## config.mk

```make
export PLATFORM = sky130hd
export DESIGN_NAME = mux_32x8_flat
export DESIGN_NICKNAME = d
export VERILOG_FILES = /design/src/rtl/mux_32x8_pkg.sv /design/src/rtl/mux_32x8_if.sv /design/src/rtl/fifo_2x32.sv /design/src/rtl/mux_32x8.sv /design/src/flat_wrapper.sv
export SDC_FILE = /design/constraint.sdc
export NUM_CORES = 1
export LEC_CHECK = 0
export ABC_AREA = 1
export BUFFER_PORTS_ARGS = -buffer_cell sky130_fd_sc_hd__buf_2
export CORE_MARGIN = 2
export CORE_UTILIZATION = 41
export DETAILED_ROUTE_END_ITERATION = 7
export PLACE_DENSITY = 0.68
export SYNTH_ARGS = -nofsm -noshare
export SYNTH_HDL_FRONTEND = slang
export SYNTH_HIERARCHICAL = 1
export SYNTH_SLANG_ARGS = --single-unit
export TNS_END_PERCENT = 100
```

## constraint.sdc

```tcl
create_clock -name clk_4f -period 1.7 [get_ports clk_4f]
set_input_delay 0.085 -clock clk_4f [delete_from_list [all_inputs] [get_ports clk_4f]]
set_output_delay 0.085 -clock clk_4f [all_outputs]
set_load 0.02 [all_outputs]
```

## src/rtl/mux_32x8_pkg.sv

```systemverilog
// Shared widths, FSM encoding and byte-extraction helper for the 32->8 serializer.
package mux_32x8_pkg;

    localparam int unsigned WORD_W         = 32;
    localparam int unsigned BYTE_W         = 8;
    localparam int unsigned FIFO_DEPTH     = 2;
    localparam int unsigned BYTES_PER_WORD = WORD_W / BYTE_W;
    localparam int unsigned SEL_W          = 2;
    localparam int unsigned CNT_W          = 2;
    localparam int unsigned PTR_W          = 1;

    localparam logic [SEL_W-1:0] LAST_SEL = SEL_W'(BYTES_PER_WORD - 1);

    typedef enum logic {
        IDLE = 1'b0,
        SEND = 1'b1
    } state_t;

    // Byte idx of a word, MSB first (idx 0 -> bits [31:24]).
    function automatic logic [BYTE_W-1:0] word_byte(input logic [WORD_W-1:0] w,
                                                     input logic [SEL_W-1:0]  idx);
        logic [WORD_W-1:0] sh;
        sh = w << (BYTE_W * idx);
        return sh[WORD_W-1 -: BYTE_W];
    endfunction

endpackage

```

## src/rtl/mux_32x8_if.sv

```systemverilog
// Upstream word handshake plus downstream byte stream of mux_32x8.
//   data_in_32/valid_in_32 : word offered by upstream
//   ready_out_32           : block can accept a word this cycle
//   data_out_8/valid_out_8 : serialized byte stream
//   selector_out           : index (0..3) of the byte on data_out_8
interface mux_32x8_if;
    import mux_32x8_pkg::*;

    logic [WORD_W-1:0] data_in_32;
    logic              valid_in_32;
    logic              ready_out_32;
    logic [BYTE_W-1:0] data_out_8;
    logic              valid_out_8;
    logic [SEL_W-1:0]  selector_out;

    modport master (
        output data_in_32, valid_in_32,
        input  ready_out_32, data_out_8, valid_out_8, selector_out
    );

    modport slave (
        input  data_in_32, valid_in_32,
        output ready_out_32, data_out_8, valid_out_8, selector_out
    );

endinterface

```

## src/rtl/fifo_2x32.sv

```systemverilog
// Two-entry word FIFO feeding the serializer.
//   clk_4f, reset_L : clock, async active-low reset
//   push/push_data  : write a word (ignored when full)
//   pop             : drop the head word (ignored when empty)
//   pop_data        : current head word
//   count           : occupancy 0..2
module fifo_2x32
    import mux_32x8_pkg::*;
(
    input  logic              clk_4f,
    input  logic              reset_L,
    input  logic              push,
    input  logic [WORD_W-1:0] push_data,
    input  logic              pop,
    output logic [WORD_W-1:0] pop_data,
    output logic [CNT_W-1:0]  count
);

    logic [WORD_W-1:0] mem [FIFO_DEPTH];
    logic [PTR_W-1:0]  wr_ptr;
    logic [PTR_W-1:0]  rd_ptr;
    logic [CNT_W-1:0]  count_q;
    logic              push_ok;
    logic              pop_ok;

    assign push_ok  = push && (count_q < CNT_W'(FIFO_DEPTH));
    assign pop_ok   = pop && (count_q != '0);
    assign pop_data = mem[rd_ptr];
    assign count    = count_q;

    // Storage, 1-bit pointers wrap naturally modulo 2.
    always_ff @(posedge clk_4f or negedge reset_L) begin
        if (!reset_L) begin
            for (int i = 0; i < int'(FIFO_DEPTH); i++) mem[i] <= '0;
            wr_ptr  <= '0;
            rd_ptr  <= '0;
            count_q <= '0;
        end else begin
            if (push_ok) begin
                mem[wr_ptr] <= push_data;
                wr_ptr      <= wr_ptr + PTR_W'(1);
            end
            if (pop_ok) rd_ptr <= rd_ptr + PTR_W'(1);
            case ({push_ok, pop_ok})
                2'b10:   count_q <= count_q + CNT_W'(1);
                2'b01:   count_q <= count_q - CNT_W'(1);
                default: count_q <= count_q;
            endcase
        end
    end

endmodule

```

## src/rtl/mux_32x8.sv

```systemverilog
// 32-bit word to 8-bit byte serializer with a 2-word input FIFO.
//   clk_4f  : byte-rate clock
//   reset_L : async active-low reset
//   bus     : slave side of mux_32x8_if (word in, byte stream out)
module mux_32x8
    import mux_32x8_pkg::*;
(
    input  logic       clk_4f,
    input  logic       reset_L,
    mux_32x8_if.slave  bus
);

    state_t            state_q, state_d;
    logic [WORD_W-1:0] hold_q, hold_d;
    logic [BYTE_W-1:0] data_q, data_d;
    logic              valid_q, valid_d;
    logic [SEL_W-1:0]  sel_q, sel_d;
    logic              ready_c;
    logic              push;
    logic              pop;
    logic [WORD_W-1:0] head;
    logic [CNT_W-1:0]  count;

    assign ready_c = (count < CNT_W'(FIFO_DEPTH)) && reset_L;
    assign push    = bus.valid_in_32 && ready_c;

    fifo_2x32 u_fifo (
        .clk_4f    (clk_4f),
        .reset_L   (reset_L),
        .push      (push),
        .push_data (bus.data_in_32),
        .pop       (pop),
        .pop_data  (head),
        .count     (count)
    );

    // State and output registers.
    always_ff @(posedge clk_4f or negedge reset_L) begin
        if (!reset_L) begin
            state_q <= IDLE;
            hold_q  <= '0;
            data_q  <= '0;
            valid_q <= 1'b0;
            sel_q   <= '0;
        end else begin
            state_q <= state_d;
            hold_q  <= hold_d;
            data_q  <= data_d;
            valid_q <= valid_d;
            sel_q   <= sel_d;
        end
    end

    // Next state: after the last byte, load the next word directly so words stream gap-free.
    always_comb begin
        state_d = state_q;
        hold_d  = hold_q;
        data_d  = data_q;
        valid_d = valid_q;
        sel_d   = sel_q;
        pop     = 1'b0;
        case (state_q)
            IDLE: begin
                if (count != '0) begin
                    pop     = 1'b1;
                    hold_d  = head;
                    data_d  = word_byte(head, '0);
                    sel_d   = '0;
                    valid_d = 1'b1;
                    state_d = SEND;
                end
            end
            SEND: begin
                if (sel_q != LAST_SEL) begin
                    sel_d  = sel_q + SEL_W'(1);
                    data_d = word_byte(hold_q, sel_q + SEL_W'(1));
                end else if (count != '0) begin
                    pop     = 1'b1;
                    hold_d  = head;
                    data_d  = word_byte(head, '0);
                    sel_d   = '0;
                    valid_d = 1'b1;
                end else begin
                    data_d  = '0;
                    sel_d   = '0;
                    valid_d = 1'b0;
                    state_d = IDLE;
                end
            end
            default: state_d = IDLE;
        endcase
    end

    assign bus.ready_out_32 = ready_c;
    assign bus.data_out_8   = data_q;
    assign bus.valid_out_8  = valid_q;
    assign bus.selector_out = sel_q;

endmodule

```

## src/flat_wrapper.sv

```systemverilog
// flat-port wrapper written by rule: the top's interface ports become plain ports
module mux_32x8_flat import mux_32x8_pkg::*;
  (clk_4f, reset_L, bus_data_in_32, bus_valid_in_32, bus_ready_out_32, bus_data_out_8, bus_valid_out_8, bus_selector_out);
  mux_32x8_if bus_i ();
  input  logic clk_4f;
  input  logic reset_L;
  input wire logic [$bits(bus_i.data_in_32)-1:0] bus_data_in_32;
  input wire logic [$bits(bus_i.valid_in_32)-1:0] bus_valid_in_32;
  output wire logic [$bits(bus_i.ready_out_32)-1:0] bus_ready_out_32;
  output wire logic [$bits(bus_i.data_out_8)-1:0] bus_data_out_8;
  output wire logic [$bits(bus_i.valid_out_8)-1:0] bus_valid_out_8;
  output wire logic [$bits(bus_i.selector_out)-1:0] bus_selector_out;
  assign bus_i.data_in_32 = bus_data_in_32;
  assign bus_i.valid_in_32 = bus_valid_in_32;
  assign bus_ready_out_32 = bus_i.ready_out_32;
  assign bus_data_out_8 = bus_i.data_out_8;
  assign bus_valid_out_8 = bus_i.valid_out_8;
  assign bus_selector_out = bus_i.selector_out;
  mux_32x8 u_core (.clk_4f(clk_4f), .reset_L(reset_L), .bus(bus_i));
endmodule
```

# Word level (Yosys, flattened, before mapping)
# Index checks and enable logic that the tools add are counted.
# op_classes
n_addsub,5
n_mul,0
div_mod_pow,0
order_cmp,4
n_eq_ne,5
n_shift,1
muxes,25
bitwise,3
reduce_logical,8
# ops
cell,n
$mux 32,6
$bwmux 64,1
$pmux 32 s2,1
$demux 32 s1,1
$shl 32x5->32,1
$mux 8,3
$pmux 8 s2,1
$pmux 2 s2,2
$pmux 1 s2,3
$logic_and 1x1->1,5
$mux 1,5
$add 2x1->2 const B,2
$ge 2x2->1 const B,2
$mux 2,2
$ne 2x2->1 const B,2
$not 1->2,2
$reduce_bool 2->1,2
$add 1x1->1 const B,2
$eq 2x1->1 const B,1
$eq 2x2->1 const B,1
$lt 2x1->1 const B,1
$lt 2x2->1 const B,1
$ne 2x1->1 const B,1
$reduce_and 2->1,1
2 further kinds,2
# word_totals
ff_bits,112
latchBits,0
ramBits,0
mem_bits_ro,0
in_bits,35
out_inout_bits,12
elab_cells,61
mem_count,0

# Logic depth before layout (Yosys ltp)
# Gate-level depths: netlist of the first run.
# logic_depth
ltp_word,7
ltp_mapped,12
mapped_depth_nobuf,11

# Cells and area by module
# The synthesis of the first run kept the hierarchy.
# by_module_without_submodules
module,instances,cells_each,area_each_um2,seq_area_each_um2
fifo_2x32,1,368,3141.8,1701.6
mux_32x8,1,272,2242.2,1101.1

# Least setup slack after synthesis of the first run
# No wires, ideal clock.
# synth_timing
path_type,reg-to-reg
from,"register u_core.u_fifo.count_q[1], in the netlist u_core/u_fifo/count[1]"
to,"register u_core.u_fifo.count_q[1], in the netlist u_core/u_fifo/count[1]"
setup_ns,0.117
t_arrival_ns,1.530
t_required_ns,1.583
slack_ns,0.053
path_stages_with_launch,8
n_path_buf,0
period_less_slack_ns,1.647
cell_sequence,dfrtp_1 -> nor3b_1 -> nand2_1 -> ha_1 -> inv_1 -> nand3_1 -> nand2_1 -> nand2_1
# synth_via
elab_cells_between_ends,15
cone_classes,add/sub: 2; order compare: 1; eq/ne: 2; mux: 4; reduce/logical: 6
# synth_lines
item,line,source
start: declaration,fifo_2x32.sv:22,logic [CNT_W-1:0] count_q;
start signal: assignment,fifo_2x32.sv:45,2'b10: count_q <= count_q + CNT_W'(1);
start signal: assignment,fifo_2x32.sv:46,2'b01: count_q <= count_q - CNT_W'(1);
start signal: assignment,fifo_2x32.sv:47,default: count_q <= count_q;
$lt 2x2->1 (*),mux_32x8.sv:24,assign ready_c = (count < CNT_W'(FIFO_DEPTH)) && reset_L;
$logic_and 1x1->1 (*),mux_32x8.sv:24,
$logic_and 1x1->1 (*),mux_32x8.sv:25,assign push = bus.valid_in_32 && ready_c;
net u_core.push,mux_32x8.sv:19,logic push;
$logic_and 1x1->1 (*),fifo_2x32.sv:26,assign push_ok = push && (count_q < CNT_W'(FIFO_DEPTH));
$eq 2x1->1 or $eq 2x2->1 (tied branches),fifo_2x32.sv:44,"case ({push_ok, pop_ok})"
$pmux 2 s2 or $reduce_bool 2->1 (tied branches),n/a,
# The timed path passes the listed nets; every way through them passes the cells marked *.
# A chain may end at the register's enable or synchronous reset.

# Final worst setup path of the first run
# layout_timing
from,input port reset_L
to,register u_core/u_fifo/mem[63] in the netlist's numbering
# layout_via
elab_chain_cells,3
# layout_rtl
item,line,source
start: declaration,flat_wrapper.sv:6,input logic reset_L;
$logic_and 1x1->1,mux_32x8.sv:24,
$logic_and 1x1->1,mux_32x8.sv:25,
net u_core.push,mux_32x8.sv:19,
$logic_and 1x1->1,fifo_2x32.sv:26,
end signal: indexed assignment,fifo_2x32.sv:40,mem[wr_ptr] <= push_data;
end: declaration,fifo_2x32.sv:19,logic [WORD_W-1:0] mem [FIFO_DEPTH];
# The timed path passes the listed nets, and every way through them passes these cells.

==> summary by stage, run 1 <==
Worst hold path
The end of the worst hold path is u_core/u_fifo/mem[44]. The worst hold path was traced through 3 stages. The path class of the tightest hold or removal check is input pin to flop.

The startpoint identified for the worst hold timing path is bus_data_in_32[12].

Synth
Synthesis produced a netlist whose cell count is 640. The number of nets produced by synthesis is 678. The share of the Yosys chip area taken by registers is 0.521. Counting flops with a built-in enable in the synthesized netlist gives 0. Counting distinct cell types in the post-synthesis netlist gives 26. The mapped netlist covers 0.00538 mm^2. For this run, asynchronously set or reset flops after synthesis account for 1.00. The top flip-flop cell by instance count after synthesis is sky130_fd_sc_hd__dfrtp_1. The post-synthesis register bit count is 112. The number of warnings reported in the yosys synthesis log is 6. The average cell area after synthesis is 8.41 um^2.

Drt
For this block, the initial DRC count from the detailed router was 225. In the routed design, unresolved DRC markers number 0. The via count is 4071.

The first-pass detailed-route iteration total is 4. Once detail routing completed, the nets flagged for antenna violations numbered 0. The total detailed-routing wirelength is 11200 um. After detailed routing, the average wire length per cell comes to 13.0 um.

The via count normalized by instance count is 4.73.

STA
Setup repair after global routing left no endpoint under its margin. Of the available clock period, the critical path in the final layout requires 0.928. Setup violations remaining at the end of the flow were counted as 0. The total negative setup slack is 0 ns. Across all setup checks in the final design, the least slack found is 0.123 ns. The max-slew violation total from the final report was 0. The maximum clock rate is 634 MHz. The hold violation count in the final report came to 0. The clock tree skew after final layout is 0.00857 ns. The shortest period the worst path allows is 1.58 ns.

In this run the tightest slew margin relative to its limit is 0.609. The actual slew at the worst max-slew pin is 0.587 ns.

Final layout
For this run, the post-layout net count is 723. The area used by multi-input combinational logic is 0.00205 mm^2. After the flow finishes, the layout carries non-filler instances totaling 861.

Leaving out fill and tap cells, the most frequent cells in the layout are sky130_fd_sc_hd__nand2_1 (246), sky130_fd_sc_hd__dfrtp_1 (112), sky130_fd_sc_hd__inv_1 (80). The most common cell after layout, fill and taps aside is sky130_fd_sc_hd__nand2_1. Of the cells placed in the final design, the portion with a size suffix greater than 1 is 0.221. The sequential cells in the finished layout cover a total of 0.00280 mm^2. The post-synthesis to final-layout area growth is 13.8%. The final-layout fill cell count is 1292. The repair_antennas step left the layout with diodes totalling 0.

Floorplanning
Row generation in the floorplan step produced 41 rows. From left edge to right edge, the die measures 119 um. For this configuration, the core starts out at a cell density of 0.423. The count of boundary I/O pins is 47. The die height is 119 um. The area of the die is 0.0141 mm^2. In this run the standard cell core region covers 0.0127 mm^2.

Global route
The initial antenna violation count is 0. The maximum number of pins on one net before global-route repair is 113. The residual overflow from global routing is 0. The first-pass GRT wire length is 19900 um. The via count of the first global-routing pass came to 4117. The overall routing resource usage is 0.172.

Placement
The count of buffers added on input and output ports is 46. Prior to clock tree synthesis, the placed netlist has a worst setup slack of 0.0472 ns. Detailed placement ended at an HPWL of 7480 um. The number of placed instances, taps included, is 841.

The routability congestion estimate is 0.796.

Pwr
The final total power is 11.7 mW. The peak supply drop is 696 uV. The ratio of total power to cell area is 1910 mW/mm^2.

The leakage dissipation is 3.26 nW.

Worst setup path
Data arrives at the worst endpoint at 1.80 ns. The worst setup path is launched from an input pin. Of all nets on the critical path, the largest fanout is 65. The capturing point of the worst reg2reg path is u_core/u_fifo/mem[63]. In this run the critical register-to-register path is launched from u_core/u_fifo/count[1].

The reg2reg setup slack is 0.13 ns. The worst setup path is of the input pin to flop kind. The worst reg-to-reg path cell count is 6.

STA classifies the critical path endpoint as a flop. The required time of the worst setup path is 1.92 ns.

Clocking
The clock drives 112 sinks. Buffers added to address setup during post-CTS repair amount to 0. In this run, CTS created clock tree buffers numbering 9. The clock insertion delay at the later pin of the skew report is 0.34 ns.

After clock tree synthesis, the clock-pin slew on the worst setup and hold paths is 0.07 ns. The CTS tree is done. Counting along the longest clock path gives a buffer depth of 2. The number of H-tree branching levels is 3. The tree is rooted in a sky130_fd_sc_hd__clkbuf_16.

Status
The flow ran to the end, and the final reports show no timing, DRC or antenna violations.

Run
Max-cap violations in this run came to 0.
[logic make-up (layout without fill, tap and decap cells)]
| family | after synthesis | count (layout) | synth area share |
|---|---|---|---|
| flip-flops | 112 | 112 | 0.521 |
| adder cells (fa/ha/maj) | 3 | 3 | 0.00697 |
| buffers and inverters | 117 | 166 | 0.102 |
| AND/OR/NAND/NOR | 306 | 306 | 0.237 |
| AO/OA/AOI/OAI | 101 | 101 | 0.132 |
| XOR/XNOR | 1 | 1 | 0.00163 |
[worst max-delay path by stage]
stage | from | to | slack, ns | cells after the start
floorplan | u_core/u_fifo/count[1] | u_core/u_fifo/count[1] | 0.05 | 7
global placement | u_core/bus.selector_out[1] | u_core/u_fifo/count[1] | 0.15 | 10
detailed placement | u_core/u_fifo/count[1] | u_core/u_fifo/mem[45] | 0.05 | 6
CTS | u_core/u_fifo/count[1] | u_core/u_fifo/mem[53] | 0.04 | 6
global route | u_core/u_fifo/count[1] | u_core/u_fifo/mem[63] | 0.02 | 6
finish | reset_L | u_core/u_fifo/mem[63] | 0.12 | 9
[synthesized netlist by cell type, types with 4 or more instances]
master                     instances  area, um^2
sky130_fd_sc_hd__o21ai_0          43         215
sky130_fd_sc_hd__nand2_2          15        93.8
sky130_fd_sc_hd__nor2_1            4        15.0
sky130_fd_sc_hd__dfrtp_1         112        2800
sky130_fd_sc_hd__buf_2            10        50.1
sky130_fd_sc_hd__nand2_1         246         923
sky130_fd_sc_hd__o21ai_2          54         473
sky130_fd_sc_hd__o21ai_1           4        20.0
sky130_fd_sc_hd__nand3_1          34         170
sky130_fd_sc_hd__inv_1            81         304
sky130_fd_sc_hd__buf_6            10         113
sky130_fd_sc_hd__clkbuf_1          8        30.0
[per-stage QoR]
| stage | cell area, um^2 | hold slack (ns) | utilization |
|---|---|---|---|
| finish | 6120 | 0.00478 | 0.481 |
| global route | 6120 | 0.00735 | 0.481 |
| CTS | 6110 | 0.0000757 | 0.480 |
| detailed placement | 5790 | 0.267 | 0.455 |
| global placement | 5790 | 0.263 | 0.455 |
| floorplan | 5380 | -0.211 | - |
[layer usage]
metal | up-vias | track usage | routed length (um) | share of wire
met5 | - | 0 | 0 | 0
met4 | 0 | 0.0536 | 140 | 0.013
met3 | 9 | 0.0280 | 339 | 0.030
met2 | 62 | 0.272 | 5360 | 0.48
met1 | 1940 | 0.242 | 5330 | 0.48
li1 | 2060 | - | - | -
[critical path: stages]
cell and delay [ns]:
sky130_fd_sc_hd__dlygate4sd3_1 0.53, sky130_fd_sc_hd__buf_4 0.15, sky130_fd_sc_hd__inv_1 0.08, sky130_fd_sc_hd__nor3b_2 0.20, sky130_fd_sc_hd__buf_4 0.16, sky130_fd_sc_hd__nand3b_1 0.12, sky130_fd_sc_hd__buf_12 0.22, sky130_fd_sc_hd__nand2_1 0.13
sky130_fd_sc_hd__o21ai_2 0.06
[power by group]
group          internal, mW  total [mW]  switching [mW]
registers              3.87        4.48           0.614
logic                  1.93        5.27            3.34
clock network          1.03        1.92           0.898
[what timing repair did]
action	CTS	global route
resized for setup	0	3
setup endpoints to repair	0	28
endpoints found under the hold margin	116	0
hold buffers	5	0
[layout make-up]
cell class	instances	area share
Multi-Input combinational cell	411	0.334
Timing Repair Buffer	66	0.0768
Tap cell	172	0.0351
Clock inverter	3	0.00306
Clock buffer	12	0.0402
Sequential cell	112	0.458
Inverter	85	0.0529
[sequential cells by signal, indices dropped and copies added (netlist names)]
register / flops
u_core/u_fifo/mem: 64
u_core/hold_q: 32
u_core/bus.data_out_8: 8
u_core/bus.selector_out: 2
u_core/u_fifo/count: 2
u_core/bus.valid_out_8: 1
u_core/state_q: 1
u_core/u_fifo/rd_ptr: 1
u_core/u_fifo/wr_ptr: 1
Power figures use the tool's default switching activity.
==> run 2: changes to the inputs <==
--- a/config.mk
+++ b/config.mk
@@ -10,7 +10,9 @@
 export CORE_MARGIN = 2
 export CORE_UTILIZATION = 41
 export DETAILED_ROUTE_END_ITERATION = 7
-export PLACE_DENSITY = 0.68
+export GPL_ROUTABILITY_DRIVEN = 0
+export HOLD_SLACK_MARGIN = 0.12
+export PLACE_DENSITY = 0.65
 export SYNTH_ARGS = -nofsm -noshare
 export SYNTH_HDL_FRONTEND = slang
 export SYNTH_HIERARCHICAL = 1
==> constraint.sdc (replaced) <==
create_clock -name clk_4f -period 1.9 [get_ports clk_4f]
set_input_delay 0.095 -clock clk_4f [delete_from_list [all_inputs] [get_ports clk_4f]]
set_output_delay 0.095 -clock clk_4f [all_outputs]
set_load 0.02 [all_outputs]
==> run 2 against run 1 <==
Compared with the run above:
- non-clock buffer count increased by 25
- register-to-register slack improved by 0.10 ns
- critical endpoint is now u_core/u_fifo/mem[7]
- first-iteration DRC count increased by 14%
- critical path type unchanged
- largest cell class unchanged
- global-route usage decreased by 0.28 points
==> summary by stage, run 2 (same netlist as run 1, synthesis figures left out) <==
Drt
The via count normalized by instance count is 4.72. The average wire per cell in the routed design is 12.6 um. The number of DRC markers after the initial detailed-route iteration is 256. Detailed routing inserted a total of 4190 vias. After detailed routing, the number of remaining DRC violations is 0. The first detailed-routing pass ran for 5 iterations. The total detailed-routing wirelength is 11200 um. The count of nets left with antenna violations once routing finished came out at 0.

STA
The total negative setup slack is 0 ns. The worst hold margin is 0.350 ns. The clock tree skew after final layout is 0.00876 ns. The shortest period the worst path allows is 1.68 ns. The number of failing setup endpoints in the final timing report is 0. The hold violation count in the final report is 0. For the pin with the worst max-slew slack, the measured transition is 0.603 ns. The max-slew violation total from the final report is 0. In this run the tightest slew margin relative to its limit is 0.598. Dividing the final minimum period by the clock period gives 0.884. Setup repair after global routing left no endpoint under its margin. Static timing analysis puts the maximum clock frequency at 595 MHz.

Floorplanning
The die height is 119 um. The total core area is 0.0127 mm^2. In this run the horizontal extent of the chip is 119 um. The floorplan step defined a die boundary enclosing 0.0141 mm^2. The number of rows in the core area is 41. During I/O placement, the number of pins put on the boundary was 47. The effective utilization at floorplan is 0.423.

Clocking
The sink count of the clock tree is 112. The later pin in the worst-skew pair is clocked with a latency of 0.34 ns. The clock transition time at the flip-flop clock pins of the worst setup and hold paths is 0.07 ns. TritonCTS built the clock tree. Buffers inserted during clock tree synthesis total 9. The tree is rooted in a sky130_fd_sc_hd__clkbuf_16. In this run the number of H-tree levels came out at 3. The number of instances resized during post-cts repair is 0.

No sink is reached through more buffers than the 2 on the longest clock path.

Run
The tool flagged a number of max-cap violations equal to 0.

Final layout
The final-layout fill cell count is 1249. The most common cell after layout, fill and taps aside is sky130_fd_sc_hd__nand2_1. Of the cells placed in the final design, the portion with a size suffix greater than 1 is 0.206.

The post-synthesis to final-layout area growth is 17.5%. The register with the most flip-flops in the final layout is u_core/u_fifo/mem. For this run, the post-layout net count is 748. Leaving out fill and tap cells, the most frequent cells in the layout are sky130_fd_sc_hd__nand2_1 (246), sky130_fd_sc_hd__dfrtp_1 (112), sky130_fd_sc_hd__inv_1 (81). The antenna cell count is 0. The number of flip-flops in the largest register is 64.

Worst setup path
The worst register-to-register path has a setup slack of 0.23 ns. The critical path endpoint is u_core/u_fifo/mem[7]. The type of element launching the critical path is an input pin. The critical path crosses 8 cells after its start point.

The count of buffering cells on the critical path with inverters included is 5. The launching instance or port of the critical path is reset_L. Walking the worst path, the cells encountered are dlygate4sd3_1, buf_4, inv_1, nor3b_1, buf_4, nand3_4, buf_4, o21ai_0. The path type of the worst setup path is input pin to flop. The highest-delay cell along the critical path is sky130_fd_sc_hd__dlygate4sd3_1.

The category of cells accounting for the largest share of critical-path delay is buffers and inverters. The endpoint type of the worst setup path is a flop. The data arrival time at the worst-slack endpoint is 1.86 ns. On the worst path, the slowest cell contributes a delay of 0.53 ns. In this run the worst path has a maximum fanout of 64.

The capturing point of the worst reg2reg path is u_core/u_fifo/count[1]. The critical path's most frequent cell is sky130_fd_sc_hd__buf_4. The worst reg-to-reg path cell count is 10. The worst register-to-register path begins at u_core/bus.selector_out[0].

The required time of the worst setup path is 2.08 ns.

Pwr
VDD sags by at most 548 uV. The ratio of total power to cell area is 1630 mW/mm^2. In this run the static leakage power is 3.35 nW.

Worst hold path
The type of the tightest min-delay check is input pin to flop. The launch instance of the worst min-delay path is bus_valid_in_32.

Placement
The wire-length estimate of the detail-placed layout is 7430 um. The count of input and output buffers is 46.

Global route
Entering global routing, the biggest net connects 113 pins. The first-pass GRT wire length is 19500 um. The initial antenna violation count is 0. In the global route stage, overall resource usage came out at 0.169.

The via count of the first global-routing pass was 4182. The residual overflow from global routing is 0.

Status
The run finished with clean final reports.
run 2: layout make-up:
cell class | count | area [um^2] | share of cell area
well taps | 172 | 215 | 0.0340
repair buffers | 91 | 691 | 0.109
clock inverters | 5 | 31.3 | 0.00494
flip-flops and latches | 112 | 2800 | 0.443
inverters | 85 | 324 | 0.0512
multi-input cells | 411 | 2030 | 0.321
clock buffers | 11 | 233 | 0.0368
run 2: tightest hold or removal path, stage by stage:
cell and delay (ns):
sky130_fd_sc_hd__buf_2 0.09, sky130_fd_sc_hd__nor3b_1 0.12, sky130_fd_sc_hd__buf_4 0.14, sky130_fd_sc_hd__nand2_1 0.09, sky130_fd_sc_hd__nand2_1 0.05, sky130_fd_sc_hd__nand2_1 0.06
run 2: repair_timing:
item	4_1_cts	5_1_grt
endpoints found under the hold margin	176	0
hold buffers	33	0
buffers inserted	0	0
run 2: how the worst min path moves through the flow:
stage | to | slack (ns) | cells past startpoint
floorplan | u_core/bus.data_out_8[0] | -0.20 | 0
global placement | u_core/u_fifo/mem[36] | 0.28 | 2
detailed placement | u_core/u_fifo/mem[36] | 0.28 | 2
CTS | u_core/u_fifo/wr_ptr | 0.34 | 6
global route | u_core/u_fifo/wr_ptr | 0.40 | 6
finish | u_core/u_fifo/wr_ptr | 0.35 | 6
run 2: stage by stage:
stage,cell area [um^2],power [mW],utilization,cells,setup slack [ns]
2_1_floorplan,5380,7.53,-,640,0.253
4_1_cts,6330,10.4,0.497,887,0.238
5_1_grt,6330,11.2,0.497,887,0.0590
3_3_place_gp,5730,8.48,0.451,838,0.330
3_5_place_dp,5730,8.61,0.451,838,0.259
6_report,6330,10.3,0.497,887,0.220
run 2: layer usage:
layer / GRT usage / up-vias / routed length (um)
met1: 0.229 / 1976 / 5350
li1: - / 2118 / -
met2: 0.273 / 77 / 5270
met3: 0.0212 / 19 / 360
met5: 0 / - / 0
met4: 0.0722 / 0 / 212
run 2: where the power goes:
group / total (mW) / leakage (nW) / internal (mW) / switching, mW
Sequential: 4.00 / 1.42 / 3.46 / 0.539
Clock: 1.71 / 0.130 / 0.889 / 0.826
Combinational: 4.60 / 1.80 / 1.64 / 2.97
